### src/rtl/stereo_matrix_gain.sv
// Stereo matrix and gain stage: captures an L/R pair, forms the half-sum and
// half-difference, and scales each through one shared LSB-first shift-add multiplier.
module stereo_matrix_gain #(
  parameter int DW   = 18,
  parameter int KW   = 4,
  parameter int FRAC = 3
) (
  input  logic          clock,
  input  logic          reset,
  input  logic          clken_in,
  input  logic [DW-1:0] left,
  input  logic [DW-1:0] right,
  input  logic [KW-1:0] ks,
  input  logic [KW-1:0] kd,
  output logic [DW-1:0] lpr_out,
  output logic [DW-1:0] lmr_out,
  output logic          out_valid,
  output logic          busy,
  output logic          overrun
);

  localparam int PW = DW + KW + 1;
  localparam int CW = (KW > 1) ? $clog2(KW) : 1;

  localparam logic signed [PW-1:0] MAX_VAL = {{(PW-DW+1){1'b0}}, {(DW-1){1'b1}}};
  localparam logic signed [PW-1:0] MIN_VAL = {{(PW-DW+1){1'b1}}, {(DW-1){1'b0}}};

  typedef enum logic [1:0] {IDLE, MUL_S, MUL_D, DONE} state_t;

  state_t                state_reg, state_next;
  logic signed [DW-1:0]  left_reg, right_reg;
  logic [KW-1:0]         ks_reg, kd_reg;
  logic [CW-1:0]         cnt_reg;
  logic signed [PW-1:0]  acc_reg;
  logic signed [PW-1:0]  prod_s_reg;
  logic [DW-1:0]         lpr_reg, lmr_reg;
  logic                  valid_reg, overrun_reg;

  logic signed [DW:0]    sum_w, dif_w, s_w, d_w, operand;
  logic signed [PW-1:0]  op_ext, partial, acc_base, acc_sum;
  logic                  gain_bit, last_bit;

  // Matrix at DW+1 bits; the floor halving always brings the result back into DW bits.
  always_comb begin
    sum_w    = {left_reg[DW-1], left_reg} + {right_reg[DW-1], right_reg};
    dif_w    = {left_reg[DW-1], left_reg} - {right_reg[DW-1], right_reg};
    s_w      = sum_w >>> 1;
    d_w      = dif_w >>> 1;
    operand  = (state_reg == MUL_D) ? d_w : s_w;
    gain_bit = (state_reg == MUL_D) ? kd_reg[cnt_reg] : ks_reg[cnt_reg];
    op_ext   = {{(PW-DW-1){operand[DW]}}, operand};
    partial  = gain_bit ? (op_ext <<< cnt_reg) : '0;
    acc_base = (cnt_reg == '0) ? '0 : acc_reg;
    acc_sum  = acc_base + partial;
    last_bit = (cnt_reg == CW'(KW - 1));
  end

  always_comb begin
    state_next = state_reg;
    case (state_reg)
      IDLE:    if (clken_in) state_next = MUL_S;
      MUL_S:   if (last_bit) state_next = MUL_D;
      MUL_D:   if (last_bit) state_next = DONE;
      DONE:    state_next = IDLE;
      default: state_next = IDLE;
    endcase
  end

  function automatic logic [DW-1:0] shift_sat(input logic signed [PW-1:0] p);
    logic signed [PW-1:0] r;
    r = p >>> FRAC;
    if (r > MAX_VAL)      r = MAX_VAL;
    else if (r < MIN_VAL) r = MIN_VAL;
    return r[DW-1:0];
  endfunction

  always_ff @(posedge clock) begin
    if (reset) begin
      state_reg   <= IDLE;
      left_reg    <= '0;
      right_reg   <= '0;
      ks_reg      <= '0;
      kd_reg      <= '0;
      cnt_reg     <= '0;
      acc_reg     <= '0;
      prod_s_reg  <= '0;
      lpr_reg     <= '0;
      lmr_reg     <= '0;
      valid_reg   <= 1'b0;
      overrun_reg <= 1'b0;
    end else begin
      state_reg <= state_next;
      valid_reg <= (state_reg == DONE);
      if (clken_in && state_reg != IDLE) overrun_reg <= 1'b1;
      case (state_reg)
        IDLE: begin
          if (clken_in) begin
            left_reg  <= left;
            right_reg <= right;
            ks_reg    <= ks;
            kd_reg    <= kd;
            cnt_reg   <= '0;
          end
        end
        MUL_S, MUL_D: begin
          acc_reg <= acc_sum;
          cnt_reg <= last_bit ? '0 : cnt_reg + CW'(1);
          // Park the sum product so the accumulator can be reused for the difference.
          if (state_reg == MUL_S && last_bit) prod_s_reg <= acc_sum;
        end
        DONE: begin
          lpr_reg <= shift_sat(prod_s_reg);
          lmr_reg <= shift_sat(acc_reg);
        end
        default: ;
      endcase
    end
  end

  assign lpr_out   = lpr_reg;
  assign lmr_out   = lmr_reg;
  assign out_valid = valid_reg;
  assign busy      = (state_reg != IDLE);
  assign overrun   = overrun_reg;

endmodule

### config.mk
export PLATFORM = sky130hd
export DESIGN_NAME = stereo_matrix_gain
export DESIGN_NICKNAME = d
export VERILOG_FILES = /design/src/rtl/stereo_matrix_gain.sv
export SDC_FILE = /design/constraint.sdc
export NUM_CORES = 1
export LEC_CHECK = 0
export BUFFER_PORTS_ARGS = -buffer_cell sky130_fd_sc_hd__buf_2
export CORE_ASPECT_RATIO = 0.6
export CORE_MARGIN = 10
export CORE_UTILIZATION = 55
export CTS_CLUSTER_DIAMETER = 80
export DETAILED_ROUTE_END_ITERATION = 6
export GPL_ROUTABILITY_DRIVEN = 0
export HOLD_SLACK_MARGIN = 0.15
export PLACE_DENSITY = 0.76
export SLEW_MARGIN = 20
export SYNTH_ARGS = -nofsm -noshare
export SYNTH_HDL_FRONTEND = slang
export SYNTH_SLANG_ARGS = --single-unit
export TNS_END_PERCENT = 100
### constraint.sdc
create_clock -name clock -period 7.5 [get_ports clock]
set_clock_uncertainty 0.2 [all_clocks]
set_input_delay 0.75 -clock clock [delete_from_list [all_inputs] [get_ports clock]]
set_output_delay 0.75 -clock clock [all_outputs]
set_load 0.02 [all_outputs]
---- Word level (Yosys, flattened, before mapping) ----
Index checks and enable logic that the tools add are counted.
operators by class
  muxes and demuxes ....................... 19
  $lt $le $gt $ge ......................... 5
  $add $sub $neg .......................... 4
  eq/ne operators ......................... 7
  shift-type cells ........................ 1
  reduce and logical (&&, ||, !) cells .... 11
operator list
  cell                                                  count
  2-to-1 mux 18 bit                                     4
  2-to-1 mux 23 bit                                     2
  > comparator 20 x 18 -> 1 bit, second input constant  2
  < comparator 20 x 18 -> 1 bit, second input constant  2
  adder 23 bit                                          1
  <<< shifter 23 x 2 -> 23 bit                          1
  adder 18 x 18 -> 19 bit                               1
  2-to-1 mux 19 bit                                     1
  subtractor 18 x 18 -> 19 bit                          1
  2-to-1 mux 2 bit                                      5
  one-hot mux 2 bit (4 select lines)                    1
  equality test 2 bit, second input constant            3
  inequality test 2 bit, second input constant          3
  AND reduction 2 bit                                   3
  binary-select mux 1 bit (select 2 bit)                2
  logical NOT 2 bit                                     2
  one-hot mux 2 bit (2 select lines)                    1
  nonzero test 2 bit                                    2
  < comparator 2 x 3 -> 1 bit, second input constant    1
  2-to-1 mux 1 bit                                      3
  AND reduction 3 bit                                   1
  adder 2 x 1 -> 2 bit, second input constant           1
  equality test 2 x 1 -> 1 bit, second input constant   1
  logical AND 1 bit                                     2
  OR reduction 2 bit                                    1
storage, ports and cells
  output and inout bits ................... 39
  bits of input ports ..................... 47
  register bits ........................... 132
  logic and storage cells ................. 59

---- Longest topological paths before layout ----
Gate-level depths: netlist of the first run.
  depth after elaboration ................. 5
  gate-level depth with buffers ........... 28
  depth with buffers taken out ............ 26

---- Worst setup path after synthesis of the first run ----
OpenSTA, ideal clock, no wires.
  path kind ............................... register to register
  start point ............................. register state_reg[0]
  end point ............................... register acc_reg[22]
  setup time .............................. 0.132 ns
  data required time ...................... 7.168 ns
  path buffers ............................ 3
  stages on the path, launching flop included .. 28
  data arrival time ....................... 5.662 ns
  setup slack ............................. 1.506 ns
  clock period less this slack ............ 5.994 ns
  cell sequence ........................... dfxtp_1 inv_1 ha_1 clkbuf_1 clkbuf_1 buf_1 nor2_1 xnor2_1 ha_1 nor2b_4 o311a_4 o31a_1 a41oi_1 o21ai_1 xnor2_1 mux2i_1 nor2_1 a211oi_1 ha_1 a21o_1 a31oi_1 o21ai_1 a221o_1 o31a_1 o22a_1 xor2_2 mux2i_1 a21oi_1
on the way
  cells in the longest elaborated chain, start to end .. 5
  elaborated cells on any way between the ends .. 8
  classes of those cells .................. 1 x add/sub; 2 x eq/ne; 1 x shift; 3 x mux; 1 x reduce/logical
RTL lines
  item                          line        source
  from (decl)                   30          state_t state_reg, state_next;
  from (signal assigned)        92          state_reg <= state_next;
  equality test 2 bit           49, 50, 95
  2-to-1 mux 19 bit             49          operand = (state_reg == MUL_D) ? d_w : s_w;
  <<< shifter 23 x 2 -> 23 bit  52          partial = gain_bit ? (op_ext <<< cnt_reg) : '0;
  2-to-1 mux 23 bit             52
  adder 23 bit                  54          acc_sum = acc_base + partial;
  to (signal assigned)          106         acc_reg <= acc_sum;
  to (decl)                     34          logic signed [PW-1:0] acc_reg;
Several ways; a longest one is shown, not always the timed one.
A chain may end at the register's enable or synchronous reset.

---- Worst setup path after layout of the first run ----
Ends and elaborated chain as after synthesis.

==> impl_metrics.csv, run 1 <==
group,metric,value,unit
status,outcome,"complete, no violations",
finish,largest_register_ffs,23,
routing,ant_nets,0,
finish,drive_gt1_share,14.6,%
finish,multi_input_area,0.00494,mm2
finish,diodes,0,
yosys,ys_seq_area_share,32.9,%
yosys,synth.distinct_cells,74,
place,placed_area,0.00832,mm2
critical_path,slowest_delay,0.41,ns
routing,drtIter0Drc,615,
cts,cts_tree,"done",
yosys,synth_cells,989,
critical_path,cp-start-kind,"register",
die,die_h,113,um
critical_path,r2r-end,"acc_reg[22]",
die,ios,86,
yosys,synth-main-ff-cell,"dfxtp_1",
sta,worst_pin_slew,1.13,ns
cts,clockBufferDepth,2,
worst_hold_path,worst_hold_path.endpoint,"prod_s_reg[17]",
power,p_leak,0.00374,uW
critical_path,crit_path_top_delay_cell,"ha_1",
die,die_width,174,um
place,place_hpwl,14600,um
sta,drv_slew,0,
power,power_frac_clock,24.7,%
die,start_util,56.9,%
sta,period_share,82.2,%
cts,cts-root-buf,"clkbuf_16",
cts,cts.sinks,129,
place,portBuffers,85,
critical_path,r2r_slack,1.33,ns
critical_path,cp.required,7.55,ns
critical_path,r2r-start,"state_reg[0]",
die,core_region_area,0.0138,mm2
yosys,synth-seq-cells,129,
cts,cts_resized,0,
routing,wire_per_inst,15.9,um
sta,period_minus_slack,6.17,ns
cts,clock_latency,0.42,ns
yosys,synth_area_per_cell,7.93,um2
power,p_comb_share,50.4,%
yosys,synth_async_sr_flop_share,0,%
worst_hold_path,hp-start,"prod_s_reg[17]",
critical_path,cp-end-kind,"register",
worst_hold_path,min_path_cells,2,
critical_path,critPathArrivalTime,6.22,ns
global_route,grt_pass1_wl,33700,um
sta,rsz0062_at_grt,"no",
critical_path,cpLargestDelayFamily,"compound AO/OA/AOI/OAI gates",
finish,fillers,1233,
global_route,grt_pass1_vias,6643,
critical_path,cpMostUsedCell,"ha_1",
power,pwr_density_cell,374,mW/mm2
routing,viasPerCell,5.67,
global_route,antenna_found_initial,0,
critical_path,crit_buf_inv,1,
routing,vias,7080,
sta,relSlewSlack,24.3,%
cts,cts_buffers,17,
global_route,grt_use_total,20.3,%
power,p_sw,1430,uW
cts,htree_levels,4,
global_route,grt_max_degree,81,
sta,tns,0,ns
sta,max_freq,162,MHz
critical_path,criticalPathCategory,"reg2reg",
finish,layout.nets,1139,
power,peakVddDrop,0.000233,V
finish,seqCellArea,0.00258,mm2
sta,finalSetupViolCount,0,
yosys,yosysWarnings,0,
yosys,synth_edf_count,0,
critical_path,path_max_fanout,9,
routing,route.detailed.drc,0,
critical_path,rr_worst_depth,25,
power,p_sw_share,43.0,%
die,die_area,0.0196,mm2
cts,holdBufCountCts,0,
finish,area_growth,13.7,%
worst_hold_path,hold_path.class,"reg2reg",
run,drv_cap,0,
routing,routed_wl,19900,um
sta,finalHoldViolCount,0,
power,p_seq_share,24.9,%
yosys,netlist_area,0.00784,mm2
finish,final_area,0.00892,mm2
cts,cts.clk_slew.worst_paths,0.06,ns
global_route,grt-ovfl-total,0,
cts,post-cts-setup-buffers,0,
die,row_count,33,
routing,drt-pass1-iter-count,5,
power,p_int,1900,uW
yosys,syn_nets,1084,
-- synthesized netlist by cell type (14+ instances only) --
library cell	instances	area, um2
nor3_1	14	70.1
inv_1	19	71.3
a21o_1	15	113
ha_1	46	576
xnor2_1	38	333
clkbuf_1	46	173
dfxtp_1	129	2580
nor2b_1	27	169
a21oi_1	148	741
nor2_1	73	274
nand2b_1	41	257
mux2i_1	34	340
o21ai_0	54	270
nand2_1	149	559
-- how the worst max path moves through the flow --
| stage | startpoint | to | slack [ns] | depth (start not counted) |
|---|---|---|---|---|
| 2_1_floorplan | state_reg[0] | acc_reg[22] | 1.51 | 27 |
| 3_3_place_gp | state_reg[0] | acc_reg[22] | 1.59 | 23 |
| 3_5_place_dp | state_reg[0] | acc_reg[22] | 1.44 | 25 |
| 4_1_cts | state_reg[0] | acc_reg[22] | 1.39 | 25 |
| 5_1_grt | right_reg[0] | acc_reg[22] | 0.86 | 26 |
| 6_report | state_reg[0] | acc_reg[22] | 1.33 | 25 |
-- worst register-to-register path, cell delays in order (launching register included) --
cell	delay, ns
dfxtp_1	0.33
inv_1	0.12
ha_1	0.41
a31o_2	0.23
o21ai_0	0.12
xnor2_1	0.16
ha_1	0.38
nand3_1	0.12
nor2_1	0.06
a221oi_1	0.38
a21oi_1	0.13
or3_1	0.37
xnor2_1	0.16
mux2i_1	0.22
nor2_1	0.07
a211oi_1	0.23
ha_1	0.32
a21o_1	0.22
a31oi_1	0.29
o21ai_1	0.12
a221o_1	0.37
o31a_1	0.28
o22a_1	0.22
xor2_2	0.20
mux2i_1	0.23
a21oi_1	0.08
-- power by group through the flow --
stage	logic [uW]	registers, uW	clock network [uW]
detailed placement	1620	840	0
CTS	1650	827	833
global placement	1610	838	0
finish	1680	829	823
global route	1860	839	862
floorplan	1310	814	0
-- cells in the final DEF (no fill, tap or decap), types with 14 or more instances in the layout --
master	netlist	layout
nand2_1	149	149
a21oi_1	148	148
dfxtp_1	129	129
buf_2	3	84
nor2_1	73	72
o21ai_0	54	54
ha_1	46	46
nand2b_1	41	41
xnor2_1	38	38
mux2i_1	34	34
nor2b_1	27	27
inv_1	19	19
clkbuf_16	0	17
a21o_1	15	15
nor3_1	14	14
-- per-layer routing --
layer | part of all wire (%) | routed length (um) | track usage [%] | vias to the layer above
met5 | 0 | 0 | 0 | -
met4 | 0.66 | 131 | 3.52 | 0
met3 | 7.6 | 1500 | 5.89 | 16
met2 | 39 | 7770 | 28.2 | 228
met1 | 53 | 10500 | 30.1 | 3267
li1 | - | - | - | 3569
-- through the flow --
step           utilization, %  instances  total power (uW)  setup WS, ns  hold WS, ns
3_3_place_gp             60.4       1217              2450          1.59        0.242
5_1_grt                  64.7       1249              3560         0.861        0.270
6_report                 64.7       1249              3330          1.33        0.251
3_5_place_dp             60.4       1217              2460          1.44        0.244
2_1_floorplan               -        989              2120          1.51        0.231
4_1_cts                  64.6       1249              3310          1.39        0.255
-- logic make-up after synthesis --
family	Yosys count	share of synthesized area [%]
adder cells (fa/ha/maj)	48	7.85
buffers and inverters	79	4.23
XOR/XNOR	52	5.90
flip-flops	129	32.9
AO/OA/AOI/OAI	291	22.3
AND/OR/NAND/NOR	351	21.3
multiplexers	39	5.49
-- cell type report --
class,instances,share of cell area [%]
multi-input combinational,781,55.4
sequential,129,29.0
timing repair buffer,93,5.47
clock buffer,19,4.85
tap,192,2.69
clock inverter,13,1.73
inverter,22,0.926
(Power assumes the default switching activity.)
==> run 2, diff against run 1 <==
- ABC_AREA: not set -> 1
- CORE_UTILIZATION: 55 -> 54
- PLACE_DENSITY: 0.76 -> 0.77
- clock period: 7.5 -> 5.2 ns (I/O delays scaled with it)
==> impl_metrics.csv, run 2 <==
group,metric,value,unit
yosys,ys_seq_area_share,31.4,%
yosys,syn_nets,1321,
critical_path,crit_end,"prod_s_reg[13]",
sta,drv_slew,0,
critical_path,criticalPathCategory,"reg2reg",
finish,layout.nets,1441,
power,pwr_density_cell,650,mW/mm2
critical_path,cp.required,5.37,ns
routing,drt-pass1-iter-count,7,
cts,htree_levels,4,
finish,drive_gt1_share,18.8,%
critical_path,cp-end-kind,"register",
die,die_area,0.0207,mm2
critical_path,r2r-start,"state_reg[0]",
finish,most-common-layout-cells,"nand2_1, nor2_1, inv_1, o21ai_0, dfxtp_1",
finish,largest_register_ffs,23,
die,die_h,116,um
routing,routed_wl,25400,um
finish,layout_commonest_cell,"nand2_1",
cts,cts.sinks,129,
run,drv_cap,0,
yosys,synth_async_sr_flop_share,0,%
die,ios,86,
critical_path,r2r-end,"prod_s_reg[13]",
yosys,netlist_area,0.00822,mm2
critical_path,crit_path_top_delay_cell,"ha_1",
critical_path,cp-start-kind,"register",
routing,viasPerCell,5.65,
power,total_power,6460,uW
sta,max_freq,198,MHz
worst_hold_path,min_path_cells,3,
yosys,yosysMostFrequentCell,"nand2_1",
yosys,synth.distinct_cells,51,
critical_path,cpMostUsedCell,"nand2_1",
sta,relSlewSlack,32.2,%
sta,worst_pin_slew,1.02,ns
cts,cts_buffers,17,
routing,vias,8790,
status,outcome,"complete, no violations",
yosys,synth.area.top_cells,"dfxtp_1, nand2_1, o21ai_0",
critical_path,startpoint,"state_reg[0]",
die,die_width,179,um
global_route,grt_max_degree,79,
sta,rsz0062_at_grt,"yes",
yosys,synthTopCellsByCount,"nand2_1, nor2_1, inv_1",
yosys,synth-seq-cells,129,
place,portBuffers,85,
die,core_region_area,0.0147,mm2
sta,finalHoldViolCount,0,
power,peakVddDrop,0.000314,V
die,start_util,56.0,%
yosys,synth-main-ff-cell,"dfxtp_1",
sta,period_minus_slack,5.04,ns
critical_path,slowest_delay,0.43,ns
global_route,grt_pass1_wl,40600,um
yosys,yosysWarnings,0,
sta,whs,0.155,ns
cts,clockBufferDepth,2,
global_route,grt_use_total,24.1,%
cts,cts-root-buf,"clkbuf_16",
sta,finalSetupViolCount,0,
finish,area_growth,21.0,%
worst_hold_path,hold_path.class,"in2reg",
yosys,synth_edf_count,0,
cts,clock_latency,0.43,ns
critical_path,rr_worst_depth,28,
yosys,synth_top_area_cell,"dfxtp_1",
routing,ant_nets,0,
finish,diodes,0,
yosys,synth_area_per_cell,6.70,um2
global_route,grt-ovfl-total,0,
critical_path,path_max_fanout,6,
finish,finalCoreUtilization,67.7,%
routing,drtIter0Drc,1191,
global_route,antenna_found_initial,0,
global_route,grt_pass1_vias,8006,
cts,cts.clk_slew.worst_paths,0.06,ns
power,p_leak,0.00481,uW
routing,wire_per_inst,16.3,um
routing,route.detailed.drc,0,
critical_path,critPathArrivalTime,5.21,ns
place,place_hpwl,18900,um
cts,cts_tree,"done",
die,row_count,34,
sta,period_share,96.9,%
yosys,synth_top_area_share,31.4,%
yosys,synth_cells,1226,
critical_path,r2r_slack,0.16,ns
finish,fillers,1230,
run 2: layer usage:
metal | vias up | wire length [um] | global-route usage [%]
met3 | 42 | 3560 | 10.5
met5 | - | 69 | 2.55
met4 | 2 | 395 | 5.44
li1 | 4293 | - | -
met1 | 3968 | 11800 | 34.9
met2 | 485 | 9590 | 31.6
run 2: repair_timing:
action | CTS | global route
setup endpoints to repair | 0 | 28
hold buffers | 11 | 0
endpoints found under the hold margin | 11 | 0
buffers inserted | 0 | 3
gates resized for setup | 0 | 51
run 2: how the worst min path moves through the flow:
stage	from	end	slack (ns)
after floorplan	left_reg[0]	left_reg[0]	0.23
after global placement	left_reg[0]	left_reg[0]	0.25
after detailed placement	acc_reg[0]	acc_reg[0]	0.25
after CTS	right[9]	right_reg[9]	0.15
after global routing	left[16]	left_reg[16]	0.17
final	left[7]	left_reg[7]	0.16
run 2: final cells by class:
cell class | count | area, um2 | share of cell area [%]
Multi-Input combinational cell | 890 | 4980 | 50.1
Inverter | 159 | 603 | 6.07
Clock buffer | 17 | 425 | 4.28
Timing Repair Buffer | 149 | 933 | 9.39
Sequential cell | 129 | 2580 | 26.0
Tap cell | 198 | 248 | 2.49
Clock inverter | 15 | 165 | 1.66
run 2: cell families after synthesis:
kind of cell | synth area share, %
AO/OA/AOI/OAI | 21.8
flip-flops | 31.4
buffers and inverters | 10.3
AND/OR/NAND/NOR | 25.3
XOR/XNOR | 3.62
adder cells (fa/ha/maj) | 7.49
run 2: stage by stage:
step	instances	setup TNS (ns)	cell area (um2)	setup WS [ns]
global placement	1511	0	9020	0.231
floorplan	1226	0	8220	0.959
global route	1557	-0.770	9940	-0.110
CTS	1554	0	9720	0.0456
finish	1557	0	9940	0.161
detailed placement	1511	0	9020	0.0899
run 2: critical path, delay by kind of cell (launching register included):
family,cells,cell delay (ns)
compound gates,6,0.89
xor+xnor,2,0.52
fa+ha+maj,3,0.98
buf+inv,6,0.64
flops,1,0.37
simple gates,11,1.35
run 2: report_power, final:
part / leakage, uW / internal, uW / switching, uW / total [uW]
Clock: 0.000283 / 683 / 535 / 1220
Combinational: 0.00347 / 1380 / 2560 / 3940
Sequential: 0.00105 / 1180 / 134 / 1310
